## config.mk

```make
export PLATFORM = sky130hd
export DESIGN_NAME = module_packed_logic_rx
export DESIGN_NICKNAME = d
export VERILOG_FILES = /design/src/rtl/module_packed_logic_rx.sv
export SDC_FILE = /design/constraint.sdc
export NUM_CORES = 1
export LEC_CHECK = 0
export ABC_AREA = 1
export CORE_MARGIN = 4
export CORE_UTILIZATION = 28
export CTS_CLUSTER_SIZE = 24
export DETAILED_ROUTE_END_ITERATION = 10
export GPL_TIMING_DRIVEN = 1
export SYNTH_ARGS = -nofsm -noshare
export SYNTH_HDL_FRONTEND = slang
export SYNTH_SLANG_ARGS = --single-unit
```

## constraint.sdc

```tcl
create_clock -name clk -period 1.8 [get_ports clk]
set_input_delay 0.45 -clock clk [delete_from_list [all_inputs] [get_ports clk]]
set_output_delay 0.45 -clock clk [all_outputs]
set_load 0.02 [all_outputs]
```

## src/rtl/module_packed_logic_rx.sv

```systemverilog
// Receive side of the packed-word link: checks the marker on each accepted word,
// buffers good words in a 2-entry FIFO and unpacks the head for downstream.
module module_packed_logic_rx #(
  parameter int unsigned WORD_W = 16,
  parameter int unsigned DATA_W = 10,
  parameter logic [WORD_W-DATA_W-1:0] MARKER = 6'h3F,
  parameter int unsigned ERR_W = 8
) (
  input  logic              clk,
  input  logic              rst,
  input  logic              in_valid,
  output logic              in_ready,
  input  logic [WORD_W-1:0] in_word,
  output logic              out_valid,
  input  logic              out_ready,
  output logic [DATA_W-1:0] out_data,
  output logic              out_flag,
  output logic [4:0]        out_sel,
  output logic              err_pulse,
  output logic [ERR_W-1:0]  err_count
);

  // The marker is known once a word is stored, so only the data field is buffered.
  logic [DATA_W-1:0] mem_q [2];
  logic [DATA_W-1:0] mem_d [2];
  logic              wr_ptr_q, wr_ptr_d;
  logic              rd_ptr_q, rd_ptr_d;
  logic [1:0]        count_q, count_d;
  logic              err_pulse_q, err_pulse_d;
  logic [ERR_W-1:0]  err_count_q, err_count_d;

  logic              accept, marker_ok, good, bad, pop;
  logic [DATA_W-1:0] head;

  assign in_ready  = (count_q != 2'd2);
  assign out_valid = (count_q != 2'd0);
  assign head      = mem_q[rd_ptr_q];

  assign accept    = in_valid && in_ready;
  assign marker_ok = (in_word[WORD_W-1:DATA_W] == MARKER);
  assign good      = accept && marker_ok;
  assign bad       = accept && !marker_ok;
  assign pop       = out_valid && out_ready;

  assign out_data  = out_valid ? {head[DATA_W-1:1], 1'b0} : '0;
  assign out_flag  = out_valid & head[0];
  assign out_sel   = out_valid ? {head[4:1], head[1]} : 5'd0;
  assign err_pulse = err_pulse_q;
  assign err_count = err_count_q;

  always_comb begin
    mem_d       = mem_q;
    wr_ptr_d    = wr_ptr_q;
    rd_ptr_d    = rd_ptr_q;
    count_d     = count_q;
    err_pulse_d = bad;
    err_count_d = err_count_q;

    if (good) begin
      mem_d[wr_ptr_q] = in_word[DATA_W-1:0];
      wr_ptr_d        = ~wr_ptr_q;
    end
    if (pop) begin
      rd_ptr_d = ~rd_ptr_q;
    end

    unique case ({good, pop})
      2'b10:   count_d = count_q + 2'd1;
      2'b01:   count_d = count_q - 2'd1;
      default: count_d = count_q;
    endcase

    if (bad && (err_count_q != {ERR_W{1'b1}})) begin
      err_count_d = err_count_q + {{(ERR_W-1){1'b0}}, 1'b1};
    end
  end

  always_ff @(posedge clk or posedge rst) begin
    if (rst) begin
      mem_q[0]    <= '0;
      mem_q[1]    <= '0;
      wr_ptr_q    <= 1'b0;
      rd_ptr_q    <= 1'b0;
      count_q     <= 2'd0;
      err_pulse_q <= 1'b0;
      err_count_q <= '0;
    end else begin
      mem_q       <= mem_d;
      wr_ptr_q    <= wr_ptr_d;
      rd_ptr_q    <= rd_ptr_d;
      count_q     <= count_d;
      err_pulse_q <= err_pulse_d;
      err_count_q <= err_count_d;
    end
  end

endmodule

```

==> out/qor.yml, run 1 <==
cells_and_area:
  postLayoutCoreUtil_pct: 41.2
  syn_to_final_growth_pct: 40.9
  antennaDiodeCount: 0
  n_fill_cell: 631
  drive_gt1_share_pct: 21.1
  fin_nets: 305
  instances_no_fill: 359
critical_path:
  timing.critical_path.cells: "nor2_4 -> buf_6 -> buf_4 -> a21oi_2 -> buf_2"
  startpoint_type: "flop"
  slowest_delay_ns: 0.39
  cp.required_ns: 1.35
  crit_fanout: 6
  crit_arrival_ns: 1.28
  crit_type: "flop to primary output"
  critPathBufInv: 3
  end_kind: "primary output"
  cp_slowest_cell: "dfrtp_1"
  cpLargestDelayFamily: "buffers and inverters"
yosys:
  synth_common_cells: "nand2_1 (100), dfrtp_1 (33), nand3_1 (22)"
  yosys.area.top_type: "dfrtp_1"
  syn_avg_cell_area_um2: 7.72
  yosysMostFrequentCell: "nand2_1"
  syn_area_mm2: 0.00175
  synth.distinct_cells: 24
  syn_nets: 249
  synth_edf_count: 0
  async_flop_share_pct: 100
  yosys-top-cells-area: "dfrtp_1 (47%), nand2_1 (21%), nand3_1 (6.3%), a21oi_1 (3.1%), inv_1 (2.8%)"
  syn_inst: 227
  synth_seq_cells: 33
  yosysTopAreaCellShare_pct: 47.1
  ys_seq_area_share_pct: 47.1
  yosysWarnings: 0
  synthFlopType: "dfrtp_1"
run:
  drv_cap: 0
placement:
  pre_cts_ws_ns: -0.306
  io_buffers: 45
  globalplace.congestion: 0.807
  dp.cells: 348
  post-dp-hpwl_um: 2890
drt:
  dr.first_iter.drc_count: 60
  num_vias: 1574
  firstDrtPassIters: 4
  wl_per_cell_um: 11.9
  drc_errors: 0
  wl_um: 4290
  drtAntennaViolNets: 0
  vias_per_cell: 4.38
clocking:
  path_clk_slew_ns: 0.07
  holdBufCountCts: 0
  clockBufferDepth: 2
  root_buffer: "clkbuf_8"
  cts_tree: "yes"
  htreeDepth: 2
  cts_made_buffers: 5
  cts.sinks: 33
  clk_latency_ns: 0.29
power:
  power.internal_w: 0.00199
  switching_share_pct: 37.0
  clkPwrFrac_pct: 26.4
  power_density_mw_per_mm2: 1280
  p_leak_nw: 1.35
  power_frac_comb_pct: 41.0
  max-vdd-ir-drop_mv: 0.651
  power.net_switching_w: 0.00117
  p_seq_share_pct: 32.6
grt:
  grt_pass1_vias: 1584
  grt_max_degree: 34
  antenna_found_initial: 0
  overflow: 0
  grt_pass1_wl_um: 7160
  grt.total_usage_pct: 12.1
sta:
  max_freq_mhz: 576
  post-route-period-util_pct: 96.4
  hold_violations: 0
  setup_viol: 0
  min_period_ns: 1.73
  rsz0062_at_grt: "true"
  drv_slew: 0
  clock_skew_ns: 0.00617
  tns_ns: 0
  whs_ns: 0.471
  finalWorstSetupSlack_ns: 0.0652
floorplan:
  rows: 28
  coreArea_mm2: 0.00599
  die_height_um: 87.1
  io_pins: 47
  die-area_mm2: 0.00759
  fp.dieW_um: 87.1
  initial_utilization_pct: 29.2
worst_hold_path:
  hp-class: "flop to flop"
outcome:
  status: "completed"
-- what timing repair did --
item / in CTS / in global routing
setup endpoints to repair: 22 / 29
gates cloned: 0 / 1
buffers inserted: 0 / 2
pin swaps: 1 / 2
hold endpoints to repair: 0 / 0
gates resized for setup: 51 / 37
-- state kept, by name, indices dropped and copies added, names as in the netlist --
signal,flops
wr_ptr_q,1
err_pulse,1
rd_ptr_q,1
err_count,8
count_q,2
mem_q,20
-- placed cells by master, fill, tap and decap left out, drive strengths merged, types with 2 or more instances in the layout --
cell type      Yosys  layout
buf                9      32
dlymetal6s2s       0       3
nor2              10      10
bufinv             0       2
clkinv             2       2
nand2            105     105
clkdlybuf4s50      0      21
o21ai              3       3
ha                 2       2
dlygate4sd2        0       5
dfrtp             33      33
inv               14      15
nand4              3       3
nand3             23      23
a21oi             11      11
xnor2              2       2
xor2               4       4
clkbuf             4       5
-- path summary, 6_finish.rpt --
kind / startpoint / to / slack (ns) / cells after the start
min in group asynchronous: rst / mem_q[6]$_DFFE_PP0P_ / 0.55 / 3
min: mem_q[0]$_DFFE_PP0P_ / mem_q[0]$_DFFE_PP0P_ / 0.47 / 2
max in group asynchronous: rst / mem_q[19]$_DFFE_PP0P_ / 0.93 / 3
max: count_q[0]$_DFFE_PP0P_ / out_sel[3] / 0.07 / 5
max reg2reg: count_q[0]$_DFFE_PP0P_ / count_q[1]$_DFFE_PP0P_ / 0.24 / 7
min reg2reg: mem_q[0]$_DFFE_PP0P_ / mem_q[0]$_DFFE_PP0P_ / 0.47 / 2
-- logic make-up (layout without fill, tap and decap cells) --
logic type	count (synthesis)	count (layout)	synth area share, %
buf+inv	29	86	8.86
xor+xnor	6	6	3.00
compound gates	14	14	4.00
fa+ha+maj	2	2	1.43
other cells	1	1	0.214
simple gates	142	142	35.4
flops	33	33	47.1
-- worst min-delay path, stage by stage (launching register included) --
cell and delay [ns]:
dfrtp_1 0.35, nand2_1 0.05, nand2_1 0.04
-- layer usage --
metal / wire [um] / global-route usage [%] / vias to the layer above
li1: - / - / 812
met1: 1910 / 14.3 / 709
met2: 1970 / 20.6 / 46
met5: 0 / 0 / -
met3: 344 / 3.60 / 7
met4: 69 / 4.60 / 0
-- per-stage QoR --
stage	instance area (um2)	power, W
4_1_cts	2450	0.00311
3_5_place_dp	2320	0.00231
2_1_floorplan	1770	0.00175
5_1_grt	2470	0.00339
3_3_place_gp	2320	0.00230
6_report	2470	0.00316
-- power by group through the flow --
stage | clock (W) | combinational [W] | sequential (W)
2_1_floorplan | 0 | 0.000653 | 0.00109
3_3_place_gp | 0 | 0.00128 | 0.00102
3_5_place_dp | 0 | 0.00130 | 0.00102
4_1_cts | 0.000861 | 0.00124 | 0.00101
5_1_grt | 0.000895 | 0.00144 | 0.00106
6_report | 0.000834 | 0.00129 | 0.00103
-- layout make-up --
cell class                      count  area [um2]  area share (%)
Inverter                           16        63.8            2.59
Timing Repair Buffer               62         518            21.0
Tap cell                           75        93.8            3.80
Multi-Input combinational cell    165         832            33.7
Sequential cell                    33         826            33.5
Clock buffer                        5        68.8            2.79
Clock inverter                      3        65.1            2.64
(Power assumes the default switching activity.)
==> inputs of run 2 (changes only) <==
--- a/config.mk
+++ b/config.mk
@@ -10,6 +10,7 @@
 export CORE_UTILIZATION = 28
 export CTS_CLUSTER_SIZE = 24
 export DETAILED_ROUTE_END_ITERATION = 10
+export DONT_BUFFER_PORTS = 1
 export GPL_TIMING_DRIVEN = 1
 export SYNTH_ARGS = -nofsm -noshare
 export SYNTH_HDL_FRONTEND = slang
==> out/qor.yml, run 2 (synthesized netlist as in run 1, its figures left out) <==
clocking:
  holdBufCountCts: 0
  htreeDepth: 2
  clk_latency_ns: 0.28
  path_clk_slew_ns: 0.07
  cts_made_buffers: 5
  cts_tree: "yes"
  cts.sinks: 33
  clockBufferDepth: 2
  root_buffer: "clkbuf_8"
critical_path:
  timing.critical_path.cells: "inv_4 -> nand2_1 -> a21oi_2 -> buf_4"
  slowest_delay_ns: 0.45
  crit_arrival_ns: 1.26
  cp.required_ns: 1.35
  r2r_end: "count_q[1]$_DFFE_PP0P_"
  startpoint_type: "flop"
  crit_fanout: 10
  ff2ff_path_depth: 9
  end_kind: "primary output"
  crit_type: "flop to primary output"
  reg2reg_slack_ns: 0.18
  reg2reg_from: "count_q[1]$_DFFE_PP0P_"
  cp_slowest_cell: "dfrtp_2"
sta:
  rsz0062_at_grt: "false"
  drv_slew: 0
  post-route-period-util_pct: 94.8
  hold_violations: 0
  finalWorstSetupSlack_ns: 0.0942
  clock_skew_ns: 0.00746
  max_freq_mhz: 586
  tns_ns: 0
  setup_viol: 0
  min_period_ns: 1.71
floorplan:
  fp.dieW_um: 87.1
  die-area_mm2: 0.00759
  initial_utilization_pct: 29.2
  coreArea_mm2: 0.00599
  die_height_um: 87.1
  rows: 28
  io_pins: 47
cells_and_area:
  top_register: "mem_q"
  drive_gt1_share_pct: 18.4
  n_fill_cell: 637
  seq_area_um2: 827
  fin_nets: 265
  largest_reg_flops: 20
  antennaDiodeCount: 0
  syn_to_final_growth_pct: 15.9
  most-common-layout-cells: "nand2_1 (100), dfrtp_1 (32), nand3_1 (22)"
  final_common_cell: "nand2_1"
  multiInputGateArea_um2: 793
grt:
  grt_pass1_wl_um: 7040
  grt_pass1_vias: 1484
  grt_max_degree: 34
  grt.total_usage_pct: 12.0
  overflow: 0
  antenna_found_initial: 0
run:
  drv_cap: 0
worst_hold_path:
  hp-class: "input port to asynchronous set/reset pin"
drt:
  num_vias: 1442
  dr.first_iter.drc_count: 71
  wl_per_cell_um: 12.6
  wl_um: 4020
  firstDrtPassIters: 4
  drtAntennaViolNets: 0
  drc_errors: 0
  vias_per_cell: 4.52
power:
  power_density_mw_per_mm2: 1290
  p_leak_nw: 1.07
  max-vdd-ir-drop_mv: 0.553
placement:
  post-dp-hpwl_um: 2830
  pre_cts_ws_ns: 0.0605
  io_buffers: 0
  globalplace.congestion: 0.786
outcome:
  status: "completed"
run 2: changes by cell type in the layout (fill, tap and decap cells not counted), moves of 3 or more:
cell	change
dlygate4sd2_1	-5
buf_2	-11
dlymetal6s2s_1	-3
clkdlybuf4s50_1	-21
clkbuf_1	+3
run 2: per-layer routing:
layer | vias up | track usage [%] | part of all wire (%)
met5 | - | 0 | 0
met1 | 649 | 14.1 | 42
met3 | 7 | 4.35 | 9.5
li1 | 735 | - | -
met4 | 0 | 4.32 | 1.4
met2 | 51 | 20.2 | 47
run 2: power by group:
group | internal (W) | switching (W) | leakage, nW
Sequential | 0.000895 | 0.000166 | 0.439
Clock | 0.000275 | 0.000253 | 0.0395
Combinational | 0.000386 | 0.000648 | 0.593
Total | 0.00156 | 0.00107 | 1.07
run 2: area by class of cell:
class                      instances  area share (%)
clock buffer                       8            3.94
inverter                          16            3.14
multi-input combinational        165            39.1
sequential                        33            40.7
tap                               75            4.62
timing repair buffer              22            8.50
run 2: timing repair:
action	CTS	global route
setup buffers	2	1
hold endpoints to repair	0	0
cloned	0	0
resized for setup	3	5
setup endpoints to repair	15	13
run 2: how the worst max path moves through the flow:
stage                                  end  slack, ns              startpoint  cells after the start
floorplan                       out_sel[0]       0.10  count_q[0]$_DFFE_PP0P_                      4
global placement    count_q[1]$_DFFE_PP0P_       0.13             in_word[14]                      9
detailed placement  count_q[1]$_DFFE_PP0P_       0.06             in_word[14]                      9
CTS                             out_sel[0]       0.02    rd_ptr_q$_DFFE_PP0P_                      4
global route                   out_data[7]      0.003    rd_ptr_q$_DFFE_PP0P_                      4
finish                         out_data[9]       0.09    rd_ptr_q$_DFFE_PP0P_                      4
run 2: worst max-delay path: cells and delay by family (launching register included):
family	cells	cell delay (ns)
AOI/OAI and AO/OA	1	0.15
DFF	1	0.45
and+or+nand+nor	1	0.08
buffers and inverters	2	0.29
run 2: metrics by stage:
| step | hold WS (ns) | util (%) | std cells | total power [W] | instance area [um2] |
|---|---|---|---|---|---|
| 2_1_floorplan | 0.442 | - | 227 | 0.00175 | 1770 |
| 3_3_place_gp | 0.453 | 31.9 | 308 | 0.00203 | 1910 |
| 3_5_place_dp | 0.458 | 31.9 | 308 | 0.00204 | 1910 |
| 4_1_cts | 0.176 | 33.6 | 318 | 0.00263 | 2010 |
| 5_1_grt | 0.187 | 33.9 | 319 | 0.00285 | 2030 |
| 6_report | 0.159 | 33.9 | 319 | 0.00262 | 2030 |
==> inputs of run 3 (changes only) <==
==> constraint.sdc (replaced) <==
create_clock -name clk -period 1.75 [get_ports clk]
set_input_delay 0.4375 -clock clk [delete_from_list [all_inputs] [get_ports clk]]
set_output_delay 0.4375 -clock clk [all_outputs]
set_load 0.02 [all_outputs]
==> out/qor.yml, run 3 (synthesized netlist as in run 1, its figures left out) <==
outcome:
  status: "completed"
critical_path:
  reg2reg_slack_ns: 0.16
  crit_type: "flop to primary output"
  cp.required_ns: 1.31
  crit_fanout: 11
  end_kind: "primary output"
  startpoint_type: "flop"
  crit_arrival_ns: 1.24
placement:
  globalplace.congestion: 0.757
  pre_cts_ws_ns: 0.102
  io_buffers: 0
  post-dp-hpwl_um: 2870
sta:
  max_freq_mhz: 595
  rsz0062_at_grt: "true"
  clock_skew_ns: 0.00450
  finalWorstSetupSlack_ns: 0.0694
  whs_ns: 0.141
  hold_violations: 0
  tns_ns: 0
  drv_slew: 0
  post-route-period-util_pct: 96.0
  min_period_ns: 1.68
  setup_viol: 0
grt:
  use_met2_pct: 19.0
  grt_pass1_vias: 1502
  grt_max_degree: 34
  grt_pass1_wl_um: 6730
  use_met1_pct: 12.9
  antenna_found_initial: 0
  grt.total_usage_pct: 11.3
  use_met3_pct: 5.01
  overflow: 0
  gr-max-usage-layer: "met2"
floorplan:
  coreArea_mm2: 0.00599
  fp.dieW_um: 87.1
  io_pins: 47
  die_height_um: 87.1
  initial_utilization_pct: 29.2
  rows: 28
  die-area_mm2: 0.00759
drt:
  wl_um: 3980
  firstDrtPassIters: 4
  num_vias: 1447
  vias_per_cell: 4.51
  dr.first_iter.drc_count: 50
  wl_per_cell_um: 12.4
  drc_errors: 0
  drtAntennaViolNets: 0
worst_hold_path:
  hp-class: "input port to asynchronous set/reset pin"
power:
  max-vdd-ir-drop_mv: 0.787
  p_leak_nw: 1.10
  finalPower_w: 0.00291
  power_density_mw_per_mm2: 1400
cells_and_area:
  n_fill_cell: 631
  syn_to_final_growth_pct: 19.1
  antennaDiodeCount: 0
  most-common-layout-cells: "nand2_1 (100), dfrtp_1 (32), nand3_1 (22)"
  drive_gt1_share_pct: 19.9
  largest_reg_flops: 20
  top_register: "mem_q"
  final_common_cell: "nand2_1"
  postLayoutCoreUtil_pct: 34.8
  fin_nets: 267
clocking:
  holdBufCountCts: 0
  cts_made_buffers: 5
  clk_latency_ns: 0.28
  htreeDepth: 2
  cts_tree: "yes"
  cts.sinks: 33
  path_clk_slew_ns: 0.07
  root_buffer: "clkbuf_8"
  clockBufferDepth: 2
run:
  drv_cap: 0
-- run 3: layout make-up --
| class | instances | area, um2 | area share, % |
|---|---|---|---|
| Multi-Input combinational cell | 165 | 793 | 38.0 |
| Timing Repair Buffer | 24 | 191 | 9.18 |
| Clock inverter | 1 | 30.0 | 1.44 |
| Tap cell | 75 | 93.8 | 4.50 |
| Clock buffer | 7 | 86.3 | 4.14 |
| Sequential cell | 33 | 827 | 39.7 |
| Inverter | 16 | 63.8 | 3.06 |
-- run 3: metal layers --
| metal | wire (um) | part of all wire [%] | up-vias |
|---|---|---|---|
| met5 | 0 | 0 | - |
| met4 | 45 | 1.1 | 0 |
| met3 | 466 | 12 | 5 |
| met2 | 1830 | 46 | 50 |
| met1 | 1630 | 41 | 657 |
| li1 | - | - | 735 |
-- run 3: worst max-delay path, stage by stage, from the launching register on --
cell,delay (ns)
dfrtp_1,0.38
nor2_1,0.16
buf_6,0.19
a21oi_1,0.07
buf_4,0.16
-- run 3: worst paths after layout --
| path | startpoint | to | depth (start not counted) |
|---|---|---|---|
| min in group clk | in_word[6] | mem_q[6]$_DFFE_PP0P_ | 2 |
| max in group asynchronous | rst | rd_ptr_q$_DFFE_PP0P_ | 2 |
| setup / recovery | count_q[0]$_DFFE_PP0P_ | out_data[6] | 4 |
| hold / removal | rst | mem_q[5]$_DFFE_PP0P_ | 2 |
| setup reg to reg | count_q[1]$_DFFE_PP0P_ | count_q[1]$_DFFE_PP0P_ | 9 |
| hold reg to reg | mem_q[0]$_DFFE_PP0P_ | mem_q[0]$_DFFE_PP0P_ | 2 |
-- run 3: repair_timing --
item,CTS,global route
gates resized for setup,1,7
endpoints found under the setup margin,16,14
buffers inserted,3,0
-- run 3: where the power goes --
group | leakage, nW | internal (W) | total [W] | switching, W
registers | 0.439 | 0.000920 | 0.00110 | 0.000178
logic | 0.602 | 0.000419 | 0.00108 | 0.000662
clock network | 0.0585 | 0.000464 | 0.000735 | 0.000271
-- run 3: through the flow --
step           cell area [um2]  std cells
5_1_grt                   2090        321
2_1_floorplan             1770        227
3_5_place_dp              1920        310
3_3_place_gp              1920        310
6_report                  2090        321
4_1_cts                   2060        321
